## src/rtl/parking_pkg.sv

```systemverilog
// Shared definitions for the parking gate front end and gate controller.
// Keypad state encoding, digit width and the cleared-code value.
package parking_pkg;
  localparam int KEY_W = 2;
  localparam logic [KEY_W-1:0] CODE_CLEAR = 2'b00;

  typedef enum logic [1:0] {
    K_IDLE  = 2'd0,
    K_FIRST = 2'd1,
    K_DONE  = 2'd2
  } key_state_e;
endpackage

```

## src/rtl/sensor_debounce.sv

```systemverilog
// 2-FF synchroniser plus debounce counter; output flips after DEBOUNCE_CYCLES mismatching samples.
// Latency 1+DEBOUNCE_CYCLES edges from first sampling edge; no backpressure (level in, level out).
module sensor_debounce #(
  parameter int DEBOUNCE_CYCLES = 4
) (
  input  logic clk,
  input  logic reset_n,
  input  logic raw_in,
  output logic level_out
);
  localparam int CNT_W = (DEBOUNCE_CYCLES > 2) ? $clog2(DEBOUNCE_CYCLES) : 1;
  localparam logic [CNT_W-1:0] CNT_LAST = CNT_W'(DEBOUNCE_CYCLES - 1);

  logic [1:0]       sync_q, sync_d;
  logic             level_q, level_d;
  logic [CNT_W-1:0] cnt_q, cnt_d;

  always_comb begin
    sync_d  = {sync_q[0], raw_in};
    level_d = level_q;
    cnt_d   = '0;
    // sync_q[1] is the synchronised sample; any agreement restarts the count
    if (sync_q[1] != level_q) begin
      if (cnt_q == CNT_LAST) begin
        level_d = sync_q[1];
      end else begin
        cnt_d = cnt_q + 1'b1;
      end
    end
  end

  always_ff @(posedge clk or negedge reset_n) begin
    if (!reset_n) begin
      sync_q  <= '0;
      level_q <= 1'b0;
      cnt_q   <= '0;
    end else begin
      sync_q  <= sync_d;
      level_q <= level_d;
      cnt_q   <= cnt_d;
    end
  end

  assign level_out = level_q;
endmodule

```

## src/rtl/parking_input_conditioner.sv

```systemverilog
// Debounces entrance/exit sensors and assembles two keypad digits into a published code pair.
// Code valid the cycle after the second digit; no backpressure, keys are strobes that are never stalled.
// Optional idle timeout in K_FIRST enabled by defining PARKING_KEYPAD_TIMEOUT_EN.
module parking_input_conditioner
  import parking_pkg::*;
#(
  parameter int DEBOUNCE_CYCLES = 4,
  parameter int KEY_TIMEOUT     = 16
) (
  input  logic             clk,
  input  logic             reset_n,
  input  logic             raw_entrance,
  input  logic             raw_exit,
  input  logic             key_valid,
  input  logic [KEY_W-1:0] key_code,
  input  logic             key_clear,
  output logic             sensor_entrance,
  output logic             sensor_exit,
  output logic [KEY_W-1:0] password_1,
  output logic [KEY_W-1:0] password_2,
  output logic             pass_ready,
  output logic             entry_busy
);
  if (DEBOUNCE_CYCLES < 2 || KEY_TIMEOUT < 1) begin : g_param_check
    $error("parking_input_conditioner: DEBOUNCE_CYCLES must be >= 2 and KEY_TIMEOUT >= 1");
  end

  sensor_debounce #(.DEBOUNCE_CYCLES(DEBOUNCE_CYCLES)) u_deb_entrance (
    .clk       (clk),
    .reset_n   (reset_n),
    .raw_in    (raw_entrance),
    .level_out (sensor_entrance)
  );

  sensor_debounce #(.DEBOUNCE_CYCLES(DEBOUNCE_CYCLES)) u_deb_exit (
    .clk       (clk),
    .reset_n   (reset_n),
    .raw_in    (raw_exit),
    .level_out (sensor_exit)
  );

  key_state_e       state_q, state_d;
  logic [KEY_W-1:0] digit1_q, digit1_d;
  logic [KEY_W-1:0] pw1_q, pw1_d;
  logic [KEY_W-1:0] pw2_q, pw2_d;
  logic             ready_q, ready_d;

`ifdef PARKING_KEYPAD_TIMEOUT_EN
  localparam int TMO_W = $clog2(KEY_TIMEOUT + 1);
  localparam logic [TMO_W-1:0] TMO_LAST = TMO_W'(KEY_TIMEOUT - 1);
  logic [TMO_W-1:0] tmo_q, tmo_d;
`endif

  always_comb begin
    state_d  = state_q;
    digit1_d = digit1_q;
    pw1_d    = pw1_q;
    pw2_d    = pw2_q;
    ready_d  = 1'b0;
`ifdef PARKING_KEYPAD_TIMEOUT_EN
    tmo_d    = tmo_q;
`endif
    if (key_clear) begin
      state_d  = K_IDLE;
      digit1_d = CODE_CLEAR;
      pw1_d    = CODE_CLEAR;
      pw2_d    = CODE_CLEAR;
    end else begin
      unique case (state_q)
        K_IDLE, K_DONE: begin
          if (key_valid) begin
            digit1_d = key_code;
            state_d  = K_FIRST;
`ifdef PARKING_KEYPAD_TIMEOUT_EN
            tmo_d    = '0;
`endif
          end
        end
        K_FIRST: begin
          // both digits load on the same edge so the pair never tears
          if (key_valid) begin
            pw1_d   = digit1_q;
            pw2_d   = key_code;
            ready_d = 1'b1;
            state_d = K_DONE;
          end
`ifdef PARKING_KEYPAD_TIMEOUT_EN
          else if (tmo_q == TMO_LAST) begin
            digit1_d = CODE_CLEAR;
            state_d  = K_IDLE;
            tmo_d    = '0;
          end else begin
            tmo_d = tmo_q + 1'b1;
          end
`endif
        end
        default: state_d = K_IDLE;
      endcase
    end
  end

  always_ff @(posedge clk or negedge reset_n) begin
    if (!reset_n) begin
      state_q  <= K_IDLE;
      digit1_q <= CODE_CLEAR;
      pw1_q    <= CODE_CLEAR;
      pw2_q    <= CODE_CLEAR;
      ready_q  <= 1'b0;
`ifdef PARKING_KEYPAD_TIMEOUT_EN
      tmo_q    <= '0;
`endif
    end else begin
      state_q  <= state_d;
      digit1_q <= digit1_d;
      pw1_q    <= pw1_d;
      pw2_q    <= pw2_d;
      ready_q  <= ready_d;
`ifdef PARKING_KEYPAD_TIMEOUT_EN
      tmo_q    <= tmo_d;
`endif
    end
  end

  assign password_1 = pw1_q;
  assign password_2 = pw2_q;
  assign pass_ready = ready_q;
  assign entry_busy = (state_q == K_FIRST);
endmodule

```

## config.mk

```make
export PLATFORM = sky130hd
export DESIGN_NAME = parking_input_conditioner
export DESIGN_NICKNAME = d
export VERILOG_FILES = /design/src/rtl/parking_pkg.sv /design/src/rtl/sensor_debounce.sv /design/src/rtl/parking_input_conditioner.sv
export SDC_FILE = /design/constraint.sdc
export NUM_CORES = 1
export LEC_CHECK = 0
export BUFFER_PORTS_ARGS = -buffer_cell sky130_fd_sc_hd__buf_2
export CAP_MARGIN = 0
export CELL_PAD_IN_SITES_DETAIL_PLACEMENT = 2
export CELL_PAD_IN_SITES_GLOBAL_PLACEMENT = 2
export CORE_ASPECT_RATIO = 0.7
export CORE_UTILIZATION = 36
export CTS_CLUSTER_SIZE = 16
export DETAILED_ROUTE_END_ITERATION = 6
export GPL_ROUTABILITY_DRIVEN = 0
export GPL_TIMING_DRIVEN = 0
export PLACE_DENSITY = 0.76
export RECOVER_POWER = 25
export SLEW_MARGIN = 5
export SYNTH_ARGS = -nofsm -noshare
export SYNTH_HDL_FRONTEND = slang
export SYNTH_SLANG_ARGS = --single-unit
```

## constraint.sdc

```tcl
create_clock -name clk -period 3 [get_ports clk]
set_input_delay 0.3 -clock clk [delete_from_list [all_inputs] [get_ports clk]]
set_output_delay 0.3 -clock clk [all_outputs]
set_load 0.02 [all_outputs]
```

After elaboration in Yosys (flattened, before gate mapping)
Cells that the tools add are included.
{"block": "totals", "in_bits": 8, "wordCells": 50, "out_inout_bits": 8, "regBits": 19}
{"block": "op_classes", "mux": 19, "add_sub_neg": 2, "reduce_logical": 10, "eq_ne": 8}
{"op": "$mux W2", "n": 15}
{"op": "$reduce_and A2 Y1", "n": 5}
{"op": "$eq A2 B2 Y1 const B", "n": 3}
{"op": "$ne A3 B3 Y1 const B", "n": 2}
{"op": "$reduce_bool A2 Y1", "n": 3}
{"op": "$add A2 B1 Y2 const B", "n": 2}
{"op": "$pmux W2 S2", "n": 1}
{"op": "$mux W1", "n": 3}
{"op": "$eq A2 B1 Y1 const B", "n": 1}
{"op": "$logic_not A2 Y1", "n": 1}
{"op": "$ne A1 B1 Y1", "n": 2}
{"op": "$reduce_or A2 Y1", "n": 1}

Longest topological paths before layout
Gate-level depths: netlist of run 1.
{"block": "depth", "depth_word": 4, "ltp_mapped": 3, "mapped_depth_nobuf": 3}

By module
From an unflattened synthesis of run 1, not the netlist that was laid out.
{"block": "unflattened", "hier_cells": 50, "area_unflattened_um2": 718.2}
{"module": "parking_input_conditioner", "cells_per_inst": 30, "area_each_um2": 370.4, "instances": 1}
{"module": "sensor_debounce", "cells_per_inst": 10, "area_each_um2": 173.9, "instances": 2}

Least setup slack after synthesis of run 1
OpenSTA, ideal clock, no wires.
{"block": "synth_path", "path_type": "reg-to-reg", "from": "register state_q[1]", "to": "register pw1_q[0] (netlist: password_1[0])", "path_buffers": 0, "arrival_time_ns": 0.833, "synth_period_minus_slack_ns": 0.963, "path_stages_with_launch": 4, "required_ns": 2.870, "setup_time_ns": 0.130, "setup_slack_ns": 2.037, "cell_sequence": "dfrtp_1 > nand3b_2 > mux2i_1 > nor2_1"}
{"block": "synth_via", "elab_chain_cells": 3}
{"element": "from (decl)", "line_no": "parking_input_conditioner.sv:42", "rtl": "key_state_e state_q, state_d;"}
{"element": "from (signal assigned)", "line_no": "parking_input_conditioner.sv:113", "rtl": "state_q <= state_d;"}
{"element": "$eq A2 B1 Y1", "line_no": "parking_input_conditioner.sv:69", "rtl": "unique case (state_q)"}
{"element": "$reduce_bool A2 Y1 (no line)"}
{"element": "$reduce_and A2 Y1 (no line)"}
{"element": "to (signal assigned)", "line_no": "parking_input_conditioner.sv:115", "rtl": "pw1_q <= pw1_d;"}
{"element": "to (decl)", "line_no": "parking_input_conditioner.sv:44", "rtl": "logic [KEY_W-1:0] pw1_q, pw1_d;"}
Every way passes these cells.
A chain may end at the register's enable or synchronous reset.

Worst setup path in the final report of run 1
{"block": "layout_path", "from": "register state_q[1]", "to": "output port entry_busy"}
{"block": "layout_via", "elab_chain_cells": 1}
{"element": "$eq A2 B1 Y1", "line_no": "parking_input_conditioner.sv:127", "rtl": "assign entry_busy = (state_q == K_FIRST);"}
{"element": "to (decl)", "line_no": "parking_input_conditioner.sv:22", "rtl": "output logic entry_busy"}
Every way passes these cells.

==> impl_metrics.csv, run 1 <==
group,metric,value,unit
grt,grt_usage,14.79,%
sta,tightest_slew,1.015,ns
grt,grt_pass1_wl,2.042,mm
outcome,status,"complete, no violations",
final_layout,area_growth_syn_to_layout,18.73,%
die,boundaryPins,16,
clock_tree,cts_sinks,19,
power_and_ir_drop,power.density,690.5,mW/mm2
power_and_ir_drop,vdd_drop_max,0.0002980,V
worst_setup_path,cp.required,2.70,ns
logic_synthesis,synth_cell_types,15,
sta,hold_viol,0,
route,postRouteAntennaNets,0,
sta,final_max_slew_viol_count,0,
logic_synthesis,synth-compound-area-share,1.413,%
logic_synthesis,synthAdderAreaFrac,3.534,%
min_path,hp-class,"in2reg",
clock_tree,htreeDepth,1,
die,die_h,39.11,um
worst_setup_path,critPathCaptureType,"output pin",
sta,tns,0,ns
final_layout,n_antenna_cell,0,
final_layout,layout_common_cells,"dfrtp_1, buf_2, mux2i_1, nor2_1",
final_layout,drive_above_1_share,27.54,%
clock_tree,clkSlewWorstSetupHoldPaths,0.10,ns
die,start_util,38.19,%
die,core_area,0.001854,mm2
sta,setup_viol,0,
grt,overflow,0,
logic_synthesis,ys_seq_area_share,67.14,%
die,fp.dieW,55.01,um
worst_setup_path,crit_path_start_kind,"flop",
worst_setup_path,rrSetupSlack,1.91,ns
power_and_ir_drop,leakage,0.4497,nW
logic_synthesis,synth_area_per_cell,14.16,um2
clock_tree,cts_resized,0,
worst_setup_path,arrival,1.08,ns
clock_tree,cts_buffers,3,
die,dieArea,0.002151,mm2
logic_synthesis,synthSimpleGateAreaFrac,13.25,%
final_layout,final_common_cell,"dfrtp_1",
route,routedWlPerCell,13.62,um
clock_tree,cts_root_buf,"clkbuf_4",
sta,rsz0062_at_grt,"false",
sta,timing.final.crit_period,1.376,ns
sta,relSlewSlack,32.35,%
final_layout,layout.nets,80,
worst_setup_path,crit_start,"state_q[1]",
sta,setup_slack,1.624,ns
min_path,min_from,"raw_exit",
place,place_area,805.8,um2
route,first_pass_iters,1,
worst_setup_path,worstReg2RegStart,"state_q[1]",
logic_synthesis,synth_nets,60,
logic_synthesis,netlist_area,708.2,um2
logic_synthesis,synth-xor-area-share,2.473,%
min_path,holdPathStages,1,
die,rows,13,
route,drt_iter0_drc,0,
logic_synthesis,syn_inst,50,
route,drt_wl_total,1.239,mm
logic_synthesis,ys_warn_count,0,
clock_tree,post_cts_buffers,0,
worst_setup_path,critPathKind,"reg2out",
grt,grt_pass1_vias,467,
final_layout,fillers,190,
place,dpl.hpwl,933.2,um
route,vias_per_cell,4.824,
worst_setup_path,regToRegEndpoint,"password_1[1]",
clock_tree,cts_hold_buf,1,
worst_setup_path,worstPathMaxFanout,3,
clock_tree,clk_latency,0.29,ns
place,place_ws,1.926,ns
sta,skew,0.001875,ns
sta,max_freq,0.7265,GHz
flow_run,maxCapViolCount,0,
worst_setup_path,reg2reg_depth,3,
logic_synthesis,synthMuxAreaShare,11.66,%
route,dr_total_vias,439,
route,drc,0,
min_path,holdPathEnd,"u_deb_exit.sync_q[0]",
sta,fin_crit_sh,45.88,%
final_layout,stdcell_area,840.8,um2
grt,antenna_found_initial,0,
logic_synthesis,synth-seq-cells,19,
clock_tree,cts_tree,"yes",
grt,grt_max_degree,20,
clock_tree,clockBufferDepth,2,
place,io_buffers,14,
logic_synthesis,synth_top_family_by_area,"simple AND/OR/NAND/NOR gates",
## per-stage QoR
stage,hold slack [ns],instances,util (%),power [mW]
floorplan,0.004409,50,-,0.4170
global placement,0.2555,86,43.45,0.4538
detailed placement,0.2571,86,43.45,0.4664
CTS,0.09110,91,45.41,0.5936
global route,0.07910,91,45.34,0.6248
finish,0.1077,91,45.34,0.5805
## synthesized netlist by cell type (all sizes together)
master	number	area, um2
and3b	1	8.760
and2b	1	7.510
mux2	2	22.52
ha	2	25.02
dfrtp	19	475.5
mux2i	6	60.06
clkbuf	1	3.750
a21oi	2	10.01
xnor2	2	17.52
nor3	2	10.01
nor2	6	22.52
nand2b	2	12.51
or3b	1	8.760
nand3b	1	11.26
nor2b	2	12.51
## critical path: stages, from the launching register on
cell,delay (ns)
dfrtp_1,0.40
and2b_1,0.22
buf_2,0.17
## power breakdown
part / switching, mW / total [mW] / internal [mW]
clock: 0.0709 / 0.123 / 0.0517
combinational: 0.0703 / 0.134 / 0.0637
sequential: 0.0249 / 0.324 / 0.299
total: 0.166 / 0.581 / 0.414
## layout make-up
cell class / count / area (um2) / area share [%]
timing repair buffer: 15 / 78.83 / 9.375
tap: 22 / 27.53 / 3.274
clock buffer: 4 / 26.28 / 3.125
multi-input combinational: 30 / 229.0 / 27.23
sequential: 19 / 475.5 / 56.55
buffer: 1 / 3.754 / 0.4464
## state kept, by name (all words and copies together), names as in the netlist
| signal | cells |
|---|---|
| digit1_q | 2 |
| password_1 | 2 |
| password_2 | 2 |
| state_q | 2 |
| u_deb_entrance.cnt_q | 2 |
| u_deb_entrance.sync_q | 2 |
| u_deb_exit.cnt_q | 2 |
| u_deb_exit.sync_q | 2 |
| pass_ready | 1 |
| u_deb_entrance.level_out | 1 |
| u_deb_exit.level_out | 1 |
## kinds of logic after synthesis
family,count (synthesis)
AO/OA/AOI/OAI,2
AND/OR/NAND/NOR,16
flip-flops,19
buffers and inverters,1
multiplexers,8
XOR/XNOR,2
adder cells (fa/ha/maj),2
## how the worst max path moves through the flow
stage	to
after floorplan	password_1[0]
after global placement	password_1[1]
after detailed placement	password_2[1]
after CTS	entry_busy
after global routing	password_1[1]
final	entry_busy
## metal layers
| layer | track usage, % | vias up | part of all wire, % |
|---|---|---|---|
| met5 | 0 | - | 0 |
| met4 | 3.750 | 0 | 0 |
| met1 | 15.74 | 226 | 41 |
| met3 | 7.059 | 0 | 4.6 |
| met2 | 26.20 | 10 | 55 |
| li1 | - | 203 | - |
Power figures use the tool's default switching activity.
==> run 2, diff against run 1 <==
--- a/config.mk
+++ b/config.mk
@@ -5,17 +5,18 @@
 export SDC_FILE = /design/constraint.sdc
 export NUM_CORES = 1
 export LEC_CHECK = 0
+export ABC_AREA = 1
 export BUFFER_PORTS_ARGS = -buffer_cell sky130_fd_sc_hd__buf_2
 export CAP_MARGIN = 0
 export CELL_PAD_IN_SITES_DETAIL_PLACEMENT = 2
 export CELL_PAD_IN_SITES_GLOBAL_PLACEMENT = 2
 export CORE_ASPECT_RATIO = 0.7
-export CORE_UTILIZATION = 36
+export CORE_UTILIZATION = 31
 export CTS_CLUSTER_SIZE = 16
 export DETAILED_ROUTE_END_ITERATION = 6
 export GPL_ROUTABILITY_DRIVEN = 0
 export GPL_TIMING_DRIVEN = 0
-export PLACE_DENSITY = 0.76
+export PLACE_DENSITY = 0.71
 export RECOVER_POWER = 25
 export SLEW_MARGIN = 5
 export SYNTH_ARGS = -nofsm -noshare
==> constraint.sdc (replaced) <==
create_clock -name clk -period 1.3 [get_ports clk]
set_input_delay 0.13 -clock clk [delete_from_list [all_inputs] [get_ports clk]]
set_output_delay 0.13 -clock clk [all_outputs]
set_load 0.02 [all_outputs]
==> run 2 against run 1 <==
Global-route usage up 0.32 points. Clock-buffer cell count decreased by 1. Cell count up 40%. Power grew 140%. Worst hold slack lost 0.033 ns. Critical path type unchanged. Sequential share of layout area decreased by 5.1 points. Synthesized cell count increased by 46%. Combinational power increased by 150%. First-iteration DRC count rose by 3.
==> impl_metrics.csv, run 2 <==
group,metric,value,unit
logic_synthesis,synthMuxAreaShare,0,%
die,dieArea,0.002634,mm2
sta,setup_viol,0,
power_and_ir_drop,leakage,0.4957,nW
logic_synthesis,synth-seq-cells,19,
final_layout,final_cells,127,
route,dr_total_vias,573,
sta,tightest_slew,0.4719,ns
worst_setup_path,cp.required,1.17,ns
grt,antenna_found_initial,0,
logic_synthesis,synth_top_family_by_area,"simple AND/OR/NAND/NOR gates",
clock_tree,clockBufferDepth,2,
final_layout,post-route-util,41.68,%
clock_tree,clkSlewWorstSetupHoldPaths,0.11,ns
clock_tree,htreeDepth,1,
route,postRouteAntennaNets,0,
final_layout,area_growth_syn_to_layout,23.09,%
place,dp.cells,120,
route,drc,0,
grt,grt_max_degree,20,
sta,tns,0,ns
logic_synthesis,synth_area_per_cell,10.32,um2
logic_synthesis,synthAdderAreaFrac,3.322,%
worst_setup_path,crit_slowest_cell,"dfrtp_2",
die,die_h,43.24,um
final_layout,layout.nets,106,
route,first_pass_iters,2,
logic_synthesis,netlist_area,753.2,um2
sta,final_max_slew_viol_count,0,
sta,hold_viol,0,
place,dpl.hpwl,1.205,mm
clock_tree,cts_sinks,19,
sta,skew,0.004432,ns
grt,overflow,0,
final_layout,layout_common_cells,"dfrtp_1, buf_2, nand3_1, nand2_1, nor2_1",
logic_synthesis,synth_ff_type,"dfrtp_1",
die,core_area,0.002225,mm2
worst_setup_path,max_stage_delay,0.47,ns
power_and_ir_drop,power.density,1487,mW/mm2
sta,relSlewSlack,68.54,%
power_and_ir_drop,p_sw,0.4434,mW
power_and_ir_drop,p_int,0.9356,mW
logic_synthesis,synth-xor-area-share,2.326,%
power_and_ir_drop,swShare,32.15,%
route,drt_iter0_drc,3,
logic_synthesis,synth-edff-count,0,
grt,grt_pass1_wl,2.704,mm
logic_synthesis,synth_top_area_share,63.12,%
logic_synthesis,postSynth.asyncResetShare,100.0,%
die,fp.dieW,60.92,um
final_layout,final_common_cell,"dfrtp_1",
worst_setup_path,crit_path_start_kind,"flop",
power_and_ir_drop,pwr-share-comb,24.0,%
die,boundaryPins,16,
worst_setup_path,critPathCaptureType,"output pin",
outcome,status,"complete, no violations",
sta,timing.final.crit_period,1.240,ns
worst_setup_path,critPathKind,"reg2out",
die,start_util,33.86,%
grt,grt_usage,15.11,%
logic_synthesis,synth_cell_types,15,
final_layout,drive_above_1_share,29.47,%
logic_synthesis,synth.largest_area_cell,"dfrtp_1",
logic_synthesis,synthSimpleGateAreaFrac,23.09,%
logic_synthesis,syn_inst,73,
die,rows,14,
clock_tree,post_cts_buffers,0,
clock_tree,cts_root_buf,"clkbuf_4",
sta,rsz0062_at_grt,"false",
clock_tree,cts_buffers,3,
logic_synthesis,synth-compound-area-share,3.156,%
route,drt_wl_total,1.610,mm
clock_tree,cts_tree,"yes",
logic_synthesis,yosysMostFrequentCell,"dfrtp_1",
worst_setup_path,arrival,1.11,ns
clock_tree,clk_latency,0.30,ns
power_and_ir_drop,p_clk_share,21.9,%
logic_synthesis,ys_seq_area_share,63.12,%
min_path,hp-class,"in2reg",
place,io_buffers,15,
logic_synthesis,netlist_top_cells_count,"dfrtp_1, nand3_1, nand2_1",
worst_setup_path,worstPathCellList,"nor2_2 -> buf_2",
flow_run,maxCapViolCount,0,
logic_synthesis,synthTopCellsByArea,"dfrtp_1, nand3_1, nand2_1",
sta,fin_crit_sh,95.35,%
logic_synthesis,ys_warn_count,0,
power_and_ir_drop,vdd_drop_max,0.0004271,V
final_layout,n_antenna_cell,0,
sta,max_freq,0.8067,GHz
route,routedWlPerCell,12.68,um
worst_setup_path,worstPathMaxFanout,4,
logic_synthesis,synth_nets,83,
route,vias_per_cell,4.512,
grt,grt_pass1_vias,619,
power_and_ir_drop,p_seq_share,54.0,%
==> run 2: worst max-delay path, delay by kind of cell, from the launching register on <==
| kind | cells | cell delay [ns] |
|---|---|---|
| flip-flops | 1 | 0.47 |
| buffers and inverters | 1 | 0.18 |
| AND/OR/NAND/NOR | 1 | 0.16 |
==> run 2: final timing paths <==
kind                       slack [ns]                     start  cells past startpoint                  endpoint
setup / recovery                 0.06                state_q[1]                      2                entry_busy
hold / removal                   0.07               key_code[0]                      3               digit1_q[0]
setup reg to reg                 0.29   u_deb_entrance.cnt_q[0]                      3   u_deb_entrance.cnt_q[0]
hold reg to reg                  0.36  u_deb_entrance.sync_q[0]                      0  u_deb_entrance.sync_q[1]
max in group asynchronous        0.65                   reset_n                      2                state_q[1]
min in group asynchronous        0.31                   reset_n                      2      u_deb_exit.level_out
==> run 2: area by class of cell <==
type,instances,area [um2]
Multi-Input combinational cell,44,240.2
Clock inverter,1,5.005
Fill cell,264,1297
Timing Repair Buffer,18,105.1
Tap cell,32,40.04
Clock buffer,3,22.52
Inverter,10,37.54
Sequential cell,19,476.7
==> run 2: what timing repair did <==
action / CTS / global route
gates resized for setup: 0 / 1
hold endpoints to repair: 21 / 0
endpoints found under the setup margin: 0 / 1
hold buffers: 3 / 0
==> run 2: stage by stage <==
stage / instance area, um2 / power (mW) / hold WS [ns] / setup slack, ns
finish: 927.1 / 1.379 / 0.07481 / 0.06044
global route: 927.1 / 1.481 / 0.07235 / 0.006621
CTS: 925.9 / 1.409 / 0.06914 / 0.02896
detailed placement: 868.3 / 1.093 / 0.09138 / 0.3069
global placement: 868.3 / 1.066 / 0.09769 / 0.3239
floorplan: 753.2 / 0.9693 / -0.1656 / 0.3631
==> run 2: cells by family (layout without fill, tap and decap cells) <==
group,after synthesis,in the layout
and+or+nand+nor,36,36
DFF,19,19
buffers and inverters,10,32
AOI/OAI and AO/OA,4,4
adders and majority gates,2,2
xor gates and xnor gates,2,2
==> run 2: power groups by stage <==
stage / combinational, mW / sequential (mW) / clock (mW)
after floorplan: 0.183 / 0.786 / 0
after global placement: 0.316 / 0.750 / 0
after detailed placement: 0.333 / 0.760 / 0
after CTS: 0.342 / 0.748 / 0.318
after global routing: 0.385 / 0.756 / 0.339
final: 0.331 / 0.745 / 0.302
==> run 2: metal layers <==
layer	track usage (%)	share of wire, %	up-vias	routed length, um
li1	-	-	274	-
met1	16.83	43	284	697
met2	25.49	50	10	810
met3	5.488	4.6	5	74
met4	6.818	1.7	0	27
met5	0	0	-	0
